==> src/rtl/vid_pkg.sv <==
// Shared video types and constants for the gray/RGB display path.
// The heatmap segment constants are used only when GRAY_HEATMAP_EN is defined.
package vid_pkg;

  localparam int GRAY_W = 8;
  localparam int RGB_W  = 24;

  typedef struct packed {
    logic [7:0] r;
    logic [7:0] g;
    logic [7:0] b;
  } rgb_t;

  // Heatmap segments are selected by gray[7:6] and named by their colour ramp
  localparam logic [1:0] SEG_BLUE_CYAN    = 2'd0;
  localparam logic [1:0] SEG_CYAN_GREEN   = 2'd1;
  localparam logic [1:0] SEG_GREEN_YELLOW = 2'd2;
  localparam logic [1:0] SEG_YELLOW_RED   = 2'd3;

  localparam logic [7:0] CH_MAX = 8'hFF;
  localparam logic [7:0] CH_MIN = 8'h00;

endpackage

==> src/rtl/gray_colormap.sv <==
// Combinational gray -> RGB mapping: replication by default, or a 4-segment
// heatmap when GRAY_HEATMAP_EN is defined.
module gray_colormap
  import vid_pkg::*;
(
  input  logic [GRAY_W-1:0] gray_i,
  output rgb_t              rgb_o
);

`ifdef GRAY_HEATMAP_EN
  logic [7:0] ramp;
  assign ramp = {gray_i[5:0], 2'b00};

  always_comb begin
    rgb_o = '{r: CH_MIN, g: CH_MIN, b: CH_MIN};
    unique case (gray_i[7:6])
      SEG_BLUE_CYAN:    rgb_o = '{r: CH_MIN, g: ramp,          b: CH_MAX};
      SEG_CYAN_GREEN:   rgb_o = '{r: CH_MIN, g: CH_MAX,        b: CH_MAX - ramp};
      SEG_GREEN_YELLOW: rgb_o = '{r: ramp,   g: CH_MAX,        b: CH_MIN};
      SEG_YELLOW_RED:   rgb_o = '{r: CH_MAX, g: CH_MAX - ramp, b: CH_MIN};
      default:          rgb_o = '{r: CH_MIN, g: CH_MIN,        b: CH_MIN};
    endcase
  end
`else
  assign rgb_o = '{r: gray_i, g: gray_i, b: gray_i};
`endif

endmodule

==> src/rtl/gray_to_rgb_stream.sv <==
// Elastic two-stage gray -> RGB stream with sof/eol sideband, line-length check
// and frame counter. Mapping style is selected by GRAY_HEATMAP_EN (see gray_colormap).
module gray_to_rgb_stream
  import vid_pkg::*;
#(
  parameter int LINE_W = 640,
  parameter int COL_W  = 12
) (
  input  logic              clk,
  input  logic              rst,
  input  logic              s_valid,
  output logic              s_ready,
  input  logic [GRAY_W-1:0] s_gray,
  input  logic              s_sof,
  input  logic              s_eol,
  output logic              m_valid,
  input  logic              m_ready,
  output logic [RGB_W-1:0]  m_rgb,
  output logic              m_sof,
  output logic              m_eol,
  output logic              len_err,
  output logic [15:0]       frame_cnt
);

  localparam logic [COL_W-1:0] COL_MAX  = {COL_W{1'b1}};
  localparam logic [COL_W:0]   LINE_LEN = (COL_W + 1)'(LINE_W);

  logic              v1_q, v1_d, sof1_q, sof1_d, eol1_q, eol1_d;
  logic [GRAY_W-1:0] gray1_q, gray1_d;
  logic              v2_q, v2_d, sof2_q, sof2_d, eol2_q, eol2_d;
  rgb_t              rgb2_q, rgb2_d;
  logic [COL_W-1:0]  col_q, col_d;
  logic              len_err_q, len_err_d;
  logic [15:0]       frame_cnt_q, frame_cnt_d;

  logic              adv1, adv2, accept;
  logic [COL_W-1:0]  eff_col;
  logic [COL_W:0]    eff_len;
  rgb_t              map_rgb;

  gray_colormap u_colormap (
    .gray_i (gray1_q),
    .rgb_o  (map_rgb)
  );

  assign adv2    = !v2_q || m_ready;
  assign adv1    = !v1_q || adv2;
  assign accept  = s_valid && adv1;
  // Flops are held in reset anyway; rst only masks the port so upstream sees no accept
  assign s_ready = adv1 && !rst;

  assign eff_col = s_sof ? '0 : col_q;
  assign eff_len = {1'b0, eff_col} + 1'b1;

  always_comb begin
    v1_d        = v1_q;
    gray1_d     = gray1_q;
    sof1_d      = sof1_q;
    eol1_d      = eol1_q;
    v2_d        = v2_q;
    rgb2_d      = rgb2_q;
    sof2_d      = sof2_q;
    eol2_d      = eol2_q;
    col_d       = col_q;
    len_err_d   = 1'b0;
    frame_cnt_d = frame_cnt_q;

    if (adv1) begin
      v1_d = accept;
      if (accept) begin
        gray1_d = s_gray;
        sof1_d  = s_sof;
        eol1_d  = s_eol;
      end
    end

    if (adv2) begin
      v2_d = v1_q;
      if (v1_q) begin
        rgb2_d = map_rgb;
        sof2_d = sof1_q;
        eol2_d = eol1_q;
      end
    end

    if (accept) begin
      if (s_eol) begin
        len_err_d = (eff_len != LINE_LEN);
        col_d     = '0;
      end else if (eff_col == COL_MAX) begin
        col_d = COL_MAX;
      end else begin
        col_d = eff_len[COL_W-1:0];
      end
      if (s_sof) frame_cnt_d = frame_cnt_q + 16'd1;
    end
  end

  always_ff @(posedge clk or posedge rst) begin
    if (rst) begin
      v1_q        <= 1'b0;
      gray1_q     <= '0;
      sof1_q      <= 1'b0;
      eol1_q      <= 1'b0;
      v2_q        <= 1'b0;
      rgb2_q      <= '0;
      sof2_q      <= 1'b0;
      eol2_q      <= 1'b0;
      col_q       <= '0;
      len_err_q   <= 1'b0;
      frame_cnt_q <= '0;
    end else begin
      v1_q        <= v1_d;
      gray1_q     <= gray1_d;
      sof1_q      <= sof1_d;
      eol1_q      <= eol1_d;
      v2_q        <= v2_d;
      rgb2_q      <= rgb2_d;
      sof2_q      <= sof2_d;
      eol2_q      <= eol2_d;
      col_q       <= col_d;
      len_err_q   <= len_err_d;
      frame_cnt_q <= frame_cnt_d;
    end
  end

  assign m_valid   = v2_q;
  assign m_rgb     = rgb2_q;
  assign m_sof     = sof2_q;
  assign m_eol     = eol2_q;
  assign len_err   = len_err_q;
  assign frame_cnt = frame_cnt_q;

endmodule
==> config.mk <==
export PLATFORM = sky130hd
export DESIGN_NAME = gray_to_rgb_stream
export DESIGN_NICKNAME = d
export VERILOG_FILES = /design/src/rtl/vid_pkg.sv /design/src/rtl/gray_colormap.sv /design/src/rtl/gray_to_rgb_stream.sv
export SDC_FILE = /design/constraint.sdc
export NUM_CORES = 1
export LEC_CHECK = 0
export CAP_MARGIN = 10
export CORE_ASPECT_RATIO = 1.25
export CORE_MARGIN = 4
export CORE_UTILIZATION = 25
export CTS_BUF_LIST = sky130_fd_sc_hd__clkbuf_2 sky130_fd_sc_hd__clkbuf_4 sky130_fd_sc_hd__clkbuf_8
export CTS_CLUSTER_SIZE = 24
export DETAILED_ROUTE_END_ITERATION = 16
export PLACE_DENSITY = 0.5
export SLEW_MARGIN = 25
export SYNTH_ARGS = -nofsm -noshare
export SYNTH_HDL_FRONTEND = slang
export SYNTH_SLANG_ARGS = --single-unit
==> constraint.sdc <==
create_clock -name clk -period 4.8 [get_ports clk]
set_input_delay 1.2 -clock clk [delete_from_list [all_inputs] [get_ports clk]]
set_output_delay 1.2 -clock clk [all_outputs]
set_load 0.01 [all_outputs]
Word level (Yosys, flattened, before mapping)
Cells that the tools add are included.

Flip-flop bits (word level): 51. Input port bits: 14. Word-level logic and storage cells: 30.

Add/sub/neg operators: 2. Eq/ne operators: 2. Mux-type cells: 5. Reductions and logical operators: 10.

Operators by type and width (count): two-way mux 12 bit (3); adder 16 x 1 -> 16 bit (second input constant) (1); adder 12 x 1 -> 13 bit (second input constant) (1); != test 13 x 10 -> 1 bit (second input constant) (1); == test 12 bit (second input constant) (1); AND reduction 2 bit (3); logical NOT 1 bit (3); logical AND 1 bit (2); logical OR 1 bit (2); two-way mux 1 bit (2).

Longest topological paths before layout
Depth in word-level cells: 5. Gate-level depth with buffers: 8.

Cells and area by module
From an unflattened synthesis, not the netlist that was laid out.

Cells, all modules: 304. Area total of the unflattened synthesis: 3231.8 um^2.

Modules (own cells, without submodules): gray_to_rgb_stream (times used 1, cells each 280, area each 3051.7 um^2, sequential area each 1676.6 um^2); gray_colormap (times used 1, cells each 24, area each 180.2 um^2, sequential area each 0.0 um^2).

Worst setup path before layout
OpenSTA, ideal clock, no wires.

Path type: input -> output. From: in rst. To: out s_ready. Arrival time: 2.583 ns. Required time: 3.600 ns. Path slack: 1.017 ns. Cell stages on the path: 2. Buffers on the path: 0. Path through: inv_1 and2_1.

Longest elaborated chain between the ends: 2.

Ends and longest elaborated chain: from (decl) (RTL line gray_to_rgb_stream.sv:10) `input logic rst,`; logical NOT 1 bit (no line); logical AND 1 bit (RTL line gray_to_rgb_stream.sv:50) `assign s_ready = adv1 && !rst;`; to (decl) (RTL line gray_to_rgb_stream.sv:12) `output logic s_ready,`.

Every way passes these cells.

Worst setup path in the final report
From: in m_ready. To: out s_ready.

Longest elaborated chain between the ends: 3.

Ends and longest elaborated chain: from (decl) (RTL line gray_to_rgb_stream.sv:17) `input logic m_ready,`; logical OR 1 bit (RTL line gray_to_rgb_stream.sv:46) `assign adv2 = !v2_q || m_ready;`; logical OR 1 bit (RTL line gray_to_rgb_stream.sv:47) `assign adv1 = !v1_q || adv2;`; logical AND 1 bit (RTL line gray_to_rgb_stream.sv:50).

Every way passes these cells.

==> impl_results.md <==
* Multiplexer area fraction after synthesis at 0.0518
* Multi-input logic area at 1110 sq um
* Fin crit share at 0.835
* Worst rel slew slack at 0.553
* CP endpoint kind: primary output
* Flop pwr share at 0.474
* Post-Synth Simple-Gate Area at 0.214
* Number of CTS-inserted buffers at 5
* Area Overhead vs Synth at 26.6%
* Drt total wl at ~5.6 mm
* Worst Clk Skew at roughly 0.0086 ns
* Ant diodes at 0
* TritonRoute pass-1 iters at 4
* Reg clk slew, reported paths at roughly 0.090 ns
* Largest family of logic cells by synthesized area: simple AND/OR/NAND/NOR gates
* Mapped Area at 2580 sq um
* Syn Area/Cell at 9.89 sq um
* Pin count of the biggest net entering global routing at 52
* Rows at between 40 and 50
* Skew-Pair Late Insertion Delay at approximately 0.30 ns
* Setup CP Type: primary input to primary output
* Critical R2R Capture: col_q[10]
* Commonest cells after routing, fill and taps aside: clkdlybuf4s50_1, dfrtp_1, nand2_1
* Synthesized instance count at 261
* DP Wirelength at 4.05 mm
* DRC viols at 0
* RSZ-0062 raised after global routing: no
* Die width at 98.9 um
* CTS resizes at 0
* Slew Limit Fails at 0
* Worst hold path type: flop to flop
* Reg2reg setup slack at approximately 2.6 ns
* GRT overflow at 0
* Reg2reg path depth at 6
* Die Y at about 120 um
* Register Area at between 1000 and 1500 sq um
* Post-layout min period at about 4.0 ns
* Internal power at between 0.8 and 0.9 mW
* Worst path arrival time at ~2.8 ns
* Top fanout value on the critical path at 10
* I/O Pins at 59
* Gate power share at 0.273
* Net count, final at about 320
* Leading cell type in the layout, fill and taps excluded: clkdlybuf4s50_1
* CTS tree: built
* Starting Density at 0.256
* Distinct cells, synth at 47
* Fmax at 249 MHz
* Root buf cell: clkbuf_8
* Xor and xnor area share after synthesis at 0.0644
* NetSw at 0.322 mW
* Synth Flop Type: dfrtp_1
* Hold depth at 1
* Worst Hold End: frame_cnt[15]
* Die ar. at ~12000 sq um
* Sw Ratio at 0.281
* Placed insts at between 400 and 500
* Number of synthesized flops with an enable pin at 0
* CTS Hold Bufs at 0
* Core Box Area at between 10000 and 15000 sq um
* Vias in the first global route at about 1900
* Post-route ant nets at 0
* Final GP Congestion at between 0.8 and 0.9
* FF+latch count, synth at 51
* Adder-Cell Fraction of Synth Area at 0.00969
* GRT Overall Usage at 0.0975
* Worst slew pin tran at 0.671 ns
* Drt initial violations at around 100
* Syn Nets at between 200 and 300
* Hold Violations, Final at 0
* Fraction of registers with async set/reset at 1.00
* CTS sink cnt at between 50 and 60
* CTS max path bufs at 2
* RR Startpoint: col_q[0]
* Final setup violation count at 0
* Required @ worst endpoint at around 3.6 ns
* Critical Path Source Type: primary input
* Pwr/cell area at 351 nW/um^2
* Avg WL per Cell at 13.1 um
* H-tree Lvls at 2
* Complex-gate fraction of the synthesized area at 0.0891
* First-pass GRT wire length at between 9 and 10 mm
* Layout fillers at around 1100
* PortBufs at 58
* Max IR drop VDD at approximately 130 uV
* Clk pwr share at 0.253
* Run status: finished, final reports clean
* Synth Warn # at 0
* Final setup TNS at 0 ns
* Drt via density at between 4 and 5
* Hold WS at 0.469 ns
* Sequential share of the synthesized area at 0.494
* Antenna violations before repair at 0
* Via count at 1971
* Setup Buffers After CTS at 0
* Leak Pwr at ~1.4 nW
* Hold Startpoint: frame_cnt[15]
* Layout Cells excl Fill at around 430
* Power Total at about 1.1 mW
* Layout cell share with drive strength beyond 1 at 0.0563
* Max-cap viol count at 0
## kinds of logic (layout without fill, tap and decap cells)
family	Yosys count	in the layout
buffers and inverters	32	73
xor gates and xnor gates	19	19
and+or+nand+nor	112	112
adders and majority gates	2	2
muxes	12	12
AOI/OAI and AO/OA	33	33
DFF	51	51
## metrics by stage
stage                util  area (sq um)  setup WS, ns
floorplan               -          2580          1.02
global placement    0.313          3160         0.819
detailed placement  0.313          3160         0.827
CTS                 0.324          3270         0.806
global route        0.324          3270         0.727
finish              0.324          3270         0.791
## synthesized netlist by cell type (3+ instances only)
cell type	count	area (sq um)
o21ai_1	4	20.0
nor2_1	13	48.8
nand3_1	10	50.1
xor2_1	6	52.6
inv_1	6	22.5
mux2_1	10	113
buf_4	18	135
and2_1	3	18.8
clkbuf_1	5	18.8
nand2_1	48	180
and3_1	4	25.0
nand2b_1	6	37.5
nand4_1	6	37.5
xnor2_1	13	114
nor3_1	6	30.0
a211o_1	3	26.3
a21oi_1	9	45.0
dfrtp_1	51	1280
## layer usage
| metal | share of wire | wire length [um] | track usage |
|---|---|---|---|
| met2 | 0.49 | 2780 | 0.163 |
| met1 | 0.45 | 2510 | 0.125 |
| met4 | 0.0078 | 44 | 0.0256 |
| met5 | 0 | 0 | 0 |
| met3 | 0.054 | 304 | 0.0258 |
## critical path, cell delays in order
cell,delay [ns]
clkdlybuf4s50_1,0.43
nand3b_1,0.38
and2_1,0.30
clkdlybuf4s50_1,0.49
## flip-flops by register name, indices dropped and copies added (netlist names)
name	flops
col_q	12
eol1_q	1
frame_cnt	16
gray1_q	8
len_err	1
m_eol	1
m_rgb	8
m_sof	1
m_valid	1
sof1_q	1
v1_q	1
## cell type report
cell class                      count  area share
Tap cell                          129      0.0493
Inverter                            6     0.00689
Clock inverter                      2      0.0115
Sequential cell                    51       0.390
Clock buffer                        5      0.0210
Multi-Input combinational cell    178       0.339
Timing Repair Buffer               60       0.182
## power by group through the flow
stage          sequential [mW]  clock [mW]  combinational [mW]
2_1_floorplan            0.564           0               0.155
3_3_place_gp             0.552           0               0.316
3_5_place_dp             0.555           0               0.319
4_1_cts                  0.546       0.308               0.320
5_1_grt                  0.556       0.323               0.340
6_report                 0.544       0.290               0.314
## worst max-delay path by stage
stage / slack, ns / to / start / depth (start not counted)
after detailed placement: 0.83 / s_ready / m_ready / 4
after global placement: 0.82 / s_ready / m_ready / 4
after global routing: 0.73 / s_ready / m_ready / 4
after floorplan: 1.02 / s_ready / rst / 2
after CTS: 0.81 / s_ready / m_ready / 4
final: 0.79 / s_ready / m_ready / 4
(Power assumes the default switching activity.)
